<file path="src/rtl/axi_rd_pkg.sv">
// Shared widths, FSM state encoding and AR queue entry type for axi_rd_responder.
package axi_rd_pkg;

  localparam int ADDR_BITS            = 64;
  localparam int BURST_LEN_WIDTH      = 8;
  localparam int TID_WIDTH            = 8;
  localparam int LOG_BLOCK_DATA_BYTES = 6;
  localparam int DATA_BITS            = 8 << LOG_BLOCK_DATA_BYTES;
  localparam int LOG_REQ_DEPTH        = 2;
  localparam int REQ_DEPTH            = 1 << LOG_REQ_DEPTH;
  localparam int CNT_BITS             = LOG_REQ_DEPTH + 1;
  localparam int LAT_WIDTH            = 4;
  localparam int STALL_WIDTH          = 4;
  localparam int LANE_BITS            = 64;
  localparam int NUM_LANES            = DATA_BITS / LANE_BITS;

  typedef enum logic [1:0] {
    IDLE,
    WAIT,
    BURST
  } rd_state_e;

  typedef struct packed {
    logic [ADDR_BITS-1:0]       addr;
    logic [BURST_LEN_WIDTH-1:0] len;
    logic [TID_WIDTH-1:0]       id;
  } ar_req_t;

  // Lane 0 sits in the most significant 64 bits; every lane is beatAddr + lane index.
  function automatic logic [DATA_BITS-1:0] beatData(input logic [ADDR_BITS-1:0]       base,
                                                    input logic [BURST_LEN_WIDTH-1:0] beat);
    logic [ADDR_BITS-1:0] beatAddr;
    logic [DATA_BITS-1:0] data;
    beatAddr = base + (ADDR_BITS'(beat) << LOG_BLOCK_DATA_BYTES);
    data = '0;
    for (int k = 0; k < NUM_LANES; k++) begin
      data[DATA_BITS-1-k*LANE_BITS -: LANE_BITS] = LANE_BITS'(beatAddr) + LANE_BITS'(k);
    end
    return data;
  endfunction

endpackage

</file>
<file path="src/rtl/rd_req_fifo.sv">
// In-order request queue for axi_rd_responder: synchronous FIFO of ar_req_t entries.
module rd_req_fifo
  import axi_rd_pkg::*;
(
  input  logic                clk,
  input  logic                reset,
  input  logic                push_i,
  input  ar_req_t             pushData_i,
  input  logic                pop_i,
  output ar_req_t             popData_o,
  output logic                full_o,
  output logic                empty_o,
  output logic [CNT_BITS-1:0] count_o
);

  ar_req_t                  mem_q [REQ_DEPTH];
  logic [LOG_REQ_DEPTH-1:0] wrPtr_q, rdPtr_q;
  logic [CNT_BITS-1:0]      count_q;
  logic                     doPush, doPop;

  // A full queue refuses pushes even when a pop frees a slot in the same cycle.
  assign full_o    = (count_q == CNT_BITS'(REQ_DEPTH));
  assign empty_o   = (count_q == '0);
  assign doPush    = push_i & ~full_o;
  assign doPop     = pop_i & ~empty_o;
  assign popData_o = mem_q[rdPtr_q];
  assign count_o   = count_q;

  always_ff @(posedge clk) begin
    if (doPush) begin
      mem_q[wrPtr_q] <= pushData_i;
    end
  end

  always_ff @(posedge clk) begin
    if (reset) begin
      wrPtr_q <= '0;
      rdPtr_q <= '0;
      count_q <= '0;
    end else begin
      if (doPush) wrPtr_q <= wrPtr_q + 1'b1;
      if (doPop)  rdPtr_q <= rdPtr_q + 1'b1;
      case ({doPush, doPop})
        2'b10:   count_q <= count_q + 1'b1;
        2'b01:   count_q <= count_q - 1'b1;
        default: count_q <= count_q;
      endcase
    end
  end

endmodule

</file>
<file path="src/rtl/axi_rd_responder.sv">
// AXI4 read responder acting as a latency-programmable memory model with address-derived data.
// Optional per-burst beat stalling is enabled by defining AXI_RD_RESP_STALL_EN.
module axi_rd_responder
  import axi_rd_pkg::*;
(
  input  logic                       clk,
  input  logic                       reset,
  input  logic                       s_ar_valid,
  output logic                       s_ar_ready,
  input  logic [BURST_LEN_WIDTH-1:0] s_ar_len,
  input  logic [ADDR_BITS-1:0]       s_ar_addr,
  input  logic [TID_WIDTH-1:0]       s_ar_id,
  output logic                       s_r_valid,
  input  logic                       s_r_ready,
  output logic                       s_r_last,
  output logic [DATA_BITS-1:0]       s_r_data,
  output logic [TID_WIDTH-1:0]       s_r_id,
  input  logic [LAT_WIDTH-1:0]       crs_latency,
`ifdef AXI_RD_RESP_STALL_EN
  input  logic [STALL_WIDTH-1:0]     crs_stallPeriod,
`endif
  output logic [CNT_BITS-1:0]        outstandingCnt
);

  rd_state_e                  state_q, state_d;
  logic [ADDR_BITS-1:0]       addr_q, addr_d;
  logic [BURST_LEN_WIDTH-1:0] len_q, len_d;
  logic [TID_WIDTH-1:0]       id_q, id_d;
  logic [LAT_WIDTH-1:0]       latCnt_q, latCnt_d;
  logic [BURST_LEN_WIDTH-1:0] beatCnt_q, beatCnt_d;

  ar_req_t             headReq;
  logic                fifoFull, fifoEmpty, fifoPop;
  logic [CNT_BITS-1:0] fifoCount;
  logic                rValid, rLast, rHs, loadHead;

  assign s_ar_ready = ~reset & ~fifoFull;

  rd_req_fifo u_reqFifo (
    .clk        (clk),
    .reset      (reset),
    .push_i     (s_ar_valid & s_ar_ready),
    .pushData_i ('{addr: s_ar_addr, len: s_ar_len, id: s_ar_id}),
    .pop_i      (fifoPop),
    .popData_o  (headReq),
    .full_o     (fifoFull),
    .empty_o    (fifoEmpty),
    .count_o    (fifoCount)
  );

`ifdef AXI_RD_RESP_STALL_EN
  logic                   bubble_q, bubble_d;
  logic [STALL_WIDTH-1:0] stallCnt_q, stallCnt_d;

  assign rValid = (state_q == BURST) & ~bubble_q;

  always_ff @(posedge clk) begin
    if (reset) begin
      bubble_q   <= 1'b0;
      stallCnt_q <= '0;
    end else begin
      bubble_q   <= bubble_d;
      stallCnt_q <= stallCnt_d;
    end
  end
`else
  assign rValid = (state_q == BURST);
`endif

  assign rLast = rValid & (beatCnt_q == len_q);
  assign rHs   = rValid & s_r_ready;

  always_comb begin
    state_d   = state_q;
    addr_d    = addr_q;
    len_d     = len_q;
    id_d      = id_q;
    latCnt_d  = latCnt_q;
    beatCnt_d = beatCnt_q;
    loadHead  = 1'b0;
    fifoPop   = 1'b0;
`ifdef AXI_RD_RESP_STALL_EN
    bubble_d   = 1'b0;
    stallCnt_d = stallCnt_q;
`endif
    unique case (state_q)
      IDLE: begin
        if (!fifoEmpty) loadHead = 1'b1;
      end
      WAIT: begin
        latCnt_d = latCnt_q - 1'b1;
        if (latCnt_q == LAT_WIDTH'(1)) state_d = BURST;
      end
      BURST: begin
        if (rHs) begin
          if (rLast) begin
            if (!fifoEmpty) loadHead = 1'b1;
            else            state_d  = IDLE;
          end else begin
            beatCnt_d = beatCnt_q + 1'b1;
`ifdef AXI_RD_RESP_STALL_EN
            if (crs_stallPeriod != '0 && stallCnt_q + 1'b1 == crs_stallPeriod) begin
              bubble_d   = 1'b1;
              stallCnt_d = '0;
            end else begin
              stallCnt_d = stallCnt_q + 1'b1;
            end
`endif
          end
        end
      end
      default: state_d = IDLE;
    endcase

    // Popping the head latches crs_latency, so later changes only affect later bursts.
    if (loadHead) begin
      fifoPop   = 1'b1;
      addr_d    = headReq.addr;
      len_d     = headReq.len;
      id_d      = headReq.id;
      latCnt_d  = crs_latency;
      beatCnt_d = '0;
      state_d   = (crs_latency == '0) ? BURST : WAIT;
`ifdef AXI_RD_RESP_STALL_EN
      stallCnt_d = '0;
`endif
    end
  end

  always_ff @(posedge clk) begin
    if (reset) begin
      state_q   <= IDLE;
      addr_q    <= '0;
      len_q     <= '0;
      id_q      <= '0;
      latCnt_q  <= '0;
      beatCnt_q <= '0;
    end else begin
      state_q   <= state_d;
      addr_q    <= addr_d;
      len_q     <= len_d;
      id_q      <= id_d;
      latCnt_q  <= latCnt_d;
      beatCnt_q <= beatCnt_d;
    end
  end

  assign s_r_valid = rValid;
  assign s_r_last  = rLast;
  assign s_r_id    = rValid ? id_q : '0;
  assign s_r_data  = rValid ? beatData(addr_q, beatCnt_q) : '0;

  // Queued entries plus the burst currently being waited on or returned.
  assign outstandingCnt = fifoCount + CNT_BITS'(state_q != IDLE);

endmodule

</file>
<file path="config.mk">
export PLATFORM = sky130hd
export DESIGN_NAME = axi_rd_responder
export DESIGN_NICKNAME = d
export VERILOG_FILES = /design/src/rtl/axi_rd_pkg.sv /design/src/rtl/rd_req_fifo.sv /design/src/rtl/axi_rd_responder.sv
export SDC_FILE = /design/constraint.sdc
export NUM_CORES = 1
export LEC_CHECK = 0
export CORE_AREA = 2 2 238 240
export DETAILED_ROUTE_END_ITERATION = 10
export DIE_AREA = 0 0 240 242
export GPL_ROUTABILITY_DRIVEN = 0
export PLACE_DENSITY = 0.85
export SETUP_SLACK_MARGIN = 0.15
export SYNTH_ARGS = -nofsm -noshare
export SYNTH_HDL_FRONTEND = slang
export SYNTH_SLANG_ARGS = --single-unit
</file>
<file path="constraint.sdc">
create_clock -name clk -period 10.4 [get_ports clk]
set_clock_uncertainty 0.05 [all_clocks]
set_input_delay 2.6 -clock clk [delete_from_list [all_inputs] [get_ports clk]]
set_output_delay 2.6 -clock clk [all_outputs]
set_load 0.01 [all_outputs]
</file>
==> out/results.md <==
- number of endpoints with negative hold slack in the final report: 0
- Slew headroom: 0.1510
- grt total ovfl: 0
- post-route antenna net violation count: 0
- internal power: 3.723 mW
- CTS Buffer Depth: 3
- largest incremental delay on the critical path: 820 ps
- most instantiated cells after synthesis: sky130_fd_sc_hd__nand2_1, sky130_fd_sc_hd__nor2_1, sky130_fd_sc_hd__edfxtp_1, sky130_fd_sc_hd__xnor2_1, sky130_fd_sc_hd__nor3_1
- Ports: 614
- total setup violations reported at the end of the flow: 0
- TritonCTS clock tree: yes
- primary flip-flop cell chosen by synthesis mapping: sky130_fd_sc_hd__edfxtp_1
- most numerous cell in the Yosys netlist: sky130_fd_sc_hd__nand2_1
- Port-buffer cells: 613
- detailed placer's ending HPWL: 87690 um
- clock network fraction of total power: 0.242
- syn avg cell area: 9.461 um^2
- EDFF count, synth: 320
- Synth async-reset ratio: 0
- hold buffers post-CTS: 0
- final period utilization: 0.9109
- number of antenna violations at the first check in global routing: 14
- count of pins over their slew limit: 0
- standby leakage power: 10.30 nW
- synthesized instance count: 2892
- clock sinks: 421
- total core area: 0.05573 mm^2
- power share of the sequential group: 0.376
- total via count after detailed routing: 26320
- power density over cell area: 170.5 mW/mm^2
- worst path bufs/invs: 2
- final total negative setup slack: 0 ps
- number of buffers inserted by post-CTS setup repair: 0
- Cells after DPL: 4093
- signed area change from the synthesized netlist to the final layout: 29.36%
- critical path cell sequence: ha_1 > inv_1 > fa_1 > nand2b_1 > a21boi_2 > o21ai_1 > or3_1 > a2111oi_0 > and3_1 > nand4_1 > o21a_1 > nor3_1 > clkdlybuf4s50_1
- Synth area leader: sky130_fd_sc_hd__edfxtp_1
- launching element type of the critical path: flop
- worst path required time: 7750 ps
- net switching power of the design: 2.311 mW
- Critical Path Slowest Stage Cell: sky130_fd_sc_hd__nand4_1
- clock insertion delay at the later pin of the skew report: 540 ps
- fill cell count: 4550
- number of nets in the synthesized netlist: 3009
- final critical-path required period: 9473 ps
- drt wl/cell: 28.43 um
- initial core utilization: 0.4909
- die extent in x: 240 um
- transition time at the pin with the least slew margin: 1269 ps
- Worst-path clk slew: 70 ps
- top area cells in the synthesized netlist: sky130_fd_sc_hd__edfxtp_1, sky130_fd_sc_hd__dfxtp_1, sky130_fd_sc_hd__xnor2_1
- type of destination of the critical path: output port
- synthesized flop and latch total: 421
- critical path's top delay family: simple AND/OR/NAND/NOR gates
- post-synth top area share: 0.3512
- Tot GR Track Use: 0.3932
- clock root buffer master: sky130_fd_sc_hd__clkbuf_16
- Num CTS Buffers: 37
- final instance count without filler cells: 4165
- Hold WC Path Type: flop to flop
- maximum vdd drop: 153.7 uV
- combinational fraction of design power: 0.382
- number of DRC violations after detailed routing: 0
- Switching Fraction: 0.3830
- pin count of the biggest net entering global routing: 90
- warnings from Yosys: 0
- first-pass GRT wire length: 167100 um
- number of levels the H-tree was split into: 2
- total iterations of the first detailed-routing run: 7
- share of final-layout standard cells stronger than drive strength 1: 0.07932
- number of nets at the end of the flow: 3493
- final wirelength: 118400 um
- # resized after CTS: 0
- total power: 6.034 mW
- arrival time of the worst setup path: 6820 ps
- die outline area: 0.05808 mm^2
- Post-Synthesis Cell Area: 0.02736 mm^2
- outcome: finished, final reports clean
- Crit Path Category: flop to output port
- maximum capacitance violations: 0
- die height: 242 um
- number of distinct standard cells referenced by the synthesized netlist: 79
- Via-to-Cell Ratio: 6.319
- number of design-rule violations left by the first detailed-router iteration: 3429
- vias in the first global route: 24170
- setup repair after global routing missed its margin: no
- number of placement rows: 87
- largest driver fanout on the critical path: 17
- Max Clock Freq: 0.1056 GHz
- part of the Yosys area used for sequential elements: 0.4251
through the flow:
step	hold slack, ps	utilization	cell area, um^2	setup slack [ps]
after floorplan	381.7	-	27360	3673
after global placement	387.0	0.6118	34100	1742
after detailed placement	392.1	0.6118	34100	1642
after CTS	401.1	0.6347	35380	1045
after global routing	431.3	0.6350	35390	746.3
final	399.6	0.6351	35390	926.9
worst register-to-register path, stage by stage (launching register included):
cell,delay [ps]
sky130_fd_sc_hd__dfxtp_1,460
sky130_fd_sc_hd__xor2_1,100
sky130_fd_sc_hd__nor4_1,260
sky130_fd_sc_hd__nand2_1,230
sky130_fd_sc_hd__o21ai_0,360
sky130_fd_sc_hd__nand2_4,80
sky130_fd_sc_hd__inv_2,70
sky130_fd_sc_hd__buf_4,740
sky130_fd_sc_hd__nand2_1,250
sky130_fd_sc_hd__xor2_1,170
sky130_fd_sc_hd__nor2_1,50
logic make-up after synthesis:
logic type               count (synthesis)  share of synthesized area
AO/OA/AOI/OAI                          296                    0.06850
XOR/XNOR                               277                    0.08867
adder cells (fa/ha/maj)                 29                    0.01381
buffers and inverters                  289                    0.04280
flip-flops                             421                     0.4251
multiplexers                           219                     0.1167
AND/OR/NAND/NOR                       1361                     0.2444
sequential cells by signal (all words and copies together), names as in the netlist:
| name | cells |
|---|---|
| u_reqFifo.wrPtr_q | 2 |
| latCnt_q | 4 |
| u_reqFifo.rdPtr_q | 2 |
| addr_q | 64 |
| len_q | 8 |
| beatCnt_q | 8 |
| id_q | 8 |
| state_q | 2 |
| u_reqFifo.mem_q | 320 |
| u_reqFifo.count_o | 3 |
layout by cell type, fill, tap and decap left out, types with 9 or more instances in the layout:
| cell type | netlist | final |
|---|---|---|
| sky130_fd_sc_hd__a21oi_1 | 133 | 133 |
| sky130_fd_sc_hd__and2_1 | 29 | 29 |
| sky130_fd_sc_hd__and3_1 | 23 | 19 |
| sky130_fd_sc_hd__and4_1 | 10 | 10 |
| sky130_fd_sc_hd__buf_4 | 11 | 71 |
| sky130_fd_sc_hd__clkbuf_16 | 0 | 37 |
| sky130_fd_sc_hd__clkdlybuf4s50_1 | 0 | 612 |
| sky130_fd_sc_hd__dfxtp_1 | 101 | 99 |
| sky130_fd_sc_hd__edfxtp_1 | 320 | 320 |
| sky130_fd_sc_hd__ha_1 | 27 | 27 |
| sky130_fd_sc_hd__inv_1 | 50 | 49 |
| sky130_fd_sc_hd__mux2i_1 | 139 | 139 |
| sky130_fd_sc_hd__mux4_2 | 80 | 80 |
| sky130_fd_sc_hd__nand2_1 | 372 | 371 |
| sky130_fd_sc_hd__nand2b_1 | 26 | 25 |
| sky130_fd_sc_hd__nand3_1 | 83 | 83 |
| sky130_fd_sc_hd__nand4_1 | 56 | 56 |
| sky130_fd_sc_hd__nor2_1 | 351 | 351 |
| sky130_fd_sc_hd__nor3_1 | 180 | 178 |
| sky130_fd_sc_hd__nor3b_1 | 12 | 12 |
| sky130_fd_sc_hd__nor4_1 | 122 | 122 |
| sky130_fd_sc_hd__nor4_2 | 13 | 12 |
| sky130_fd_sc_hd__o21a_1 | 31 | 31 |
| sky130_fd_sc_hd__o21ai_0 | 51 | 50 |
| sky130_fd_sc_hd__o31ai_1 | 9 | 9 |
| sky130_fd_sc_hd__or3_1 | 28 | 28 |
| sky130_fd_sc_hd__xnor2_1 | 209 | 205 |
| sky130_fd_sc_hd__xor2_1 | 68 | 65 |
power by group through the flow:
| stage | Clock [mW] | Combinational, mW | Sequential [mW] |
|---|---|---|---|
| 2_1_floorplan | 0 | 1.57 | 2.14 |
| 3_3_place_gp | 0 | 2.20 | 2.28 |
| 3_5_place_dp | 0 | 2.24 | 2.29 |
| 4_1_cts | 1.48 | 2.25 | 2.26 |
| 5_1_grt | 1.54 | 2.43 | 2.29 |
| 6_report | 1.46 | 2.30 | 2.27 |
layout make-up:
| cell class | instances | area [um^2] | share of cell area |
|---|---|---|---|
| Multi-Input combinational cell | 2182 | 14670 | 0.4143 |
| Sequential cell | 421 | 11640 | 0.3288 |
| Timing Repair Buffer | 683 | 6659 | 0.1881 |
| Clock buffer | 47 | 993.5 | 0.02807 |
| Tap cell | 756 | 945.9 | 0.02673 |
| Clock inverter | 20 | 287.8 | 0.008131 |
| Inverter | 51 | 191.4 | 0.005409 |
| Antenna cell | 5 | 12.51 | 0.0003535 |
worst paths after layout:
path	startpoint	to	slack, ps	cells past startpoint
setup / recovery	beatCnt_q[0]	s_r_data[168]	930	13
hold / removal	id_q[4]	id_q[4]	400	2
setup reg to reg	beatCnt_q[3]	u_reqFifo.rdPtr_q[1]	7430	10
hold reg to reg	id_q[4]	id_q[4]	400	2
metal layers:
layer  vias up  routed length (um)  GRT usage
met2      1863               50680     0.5832
met5         -                 119          0
li1      11420                   -          -
met1     12520               42040     0.4796
met3       501               15890     0.1449
met4        18                9687     0.2569
Note: power is estimated with default switching activity, not from simulation.
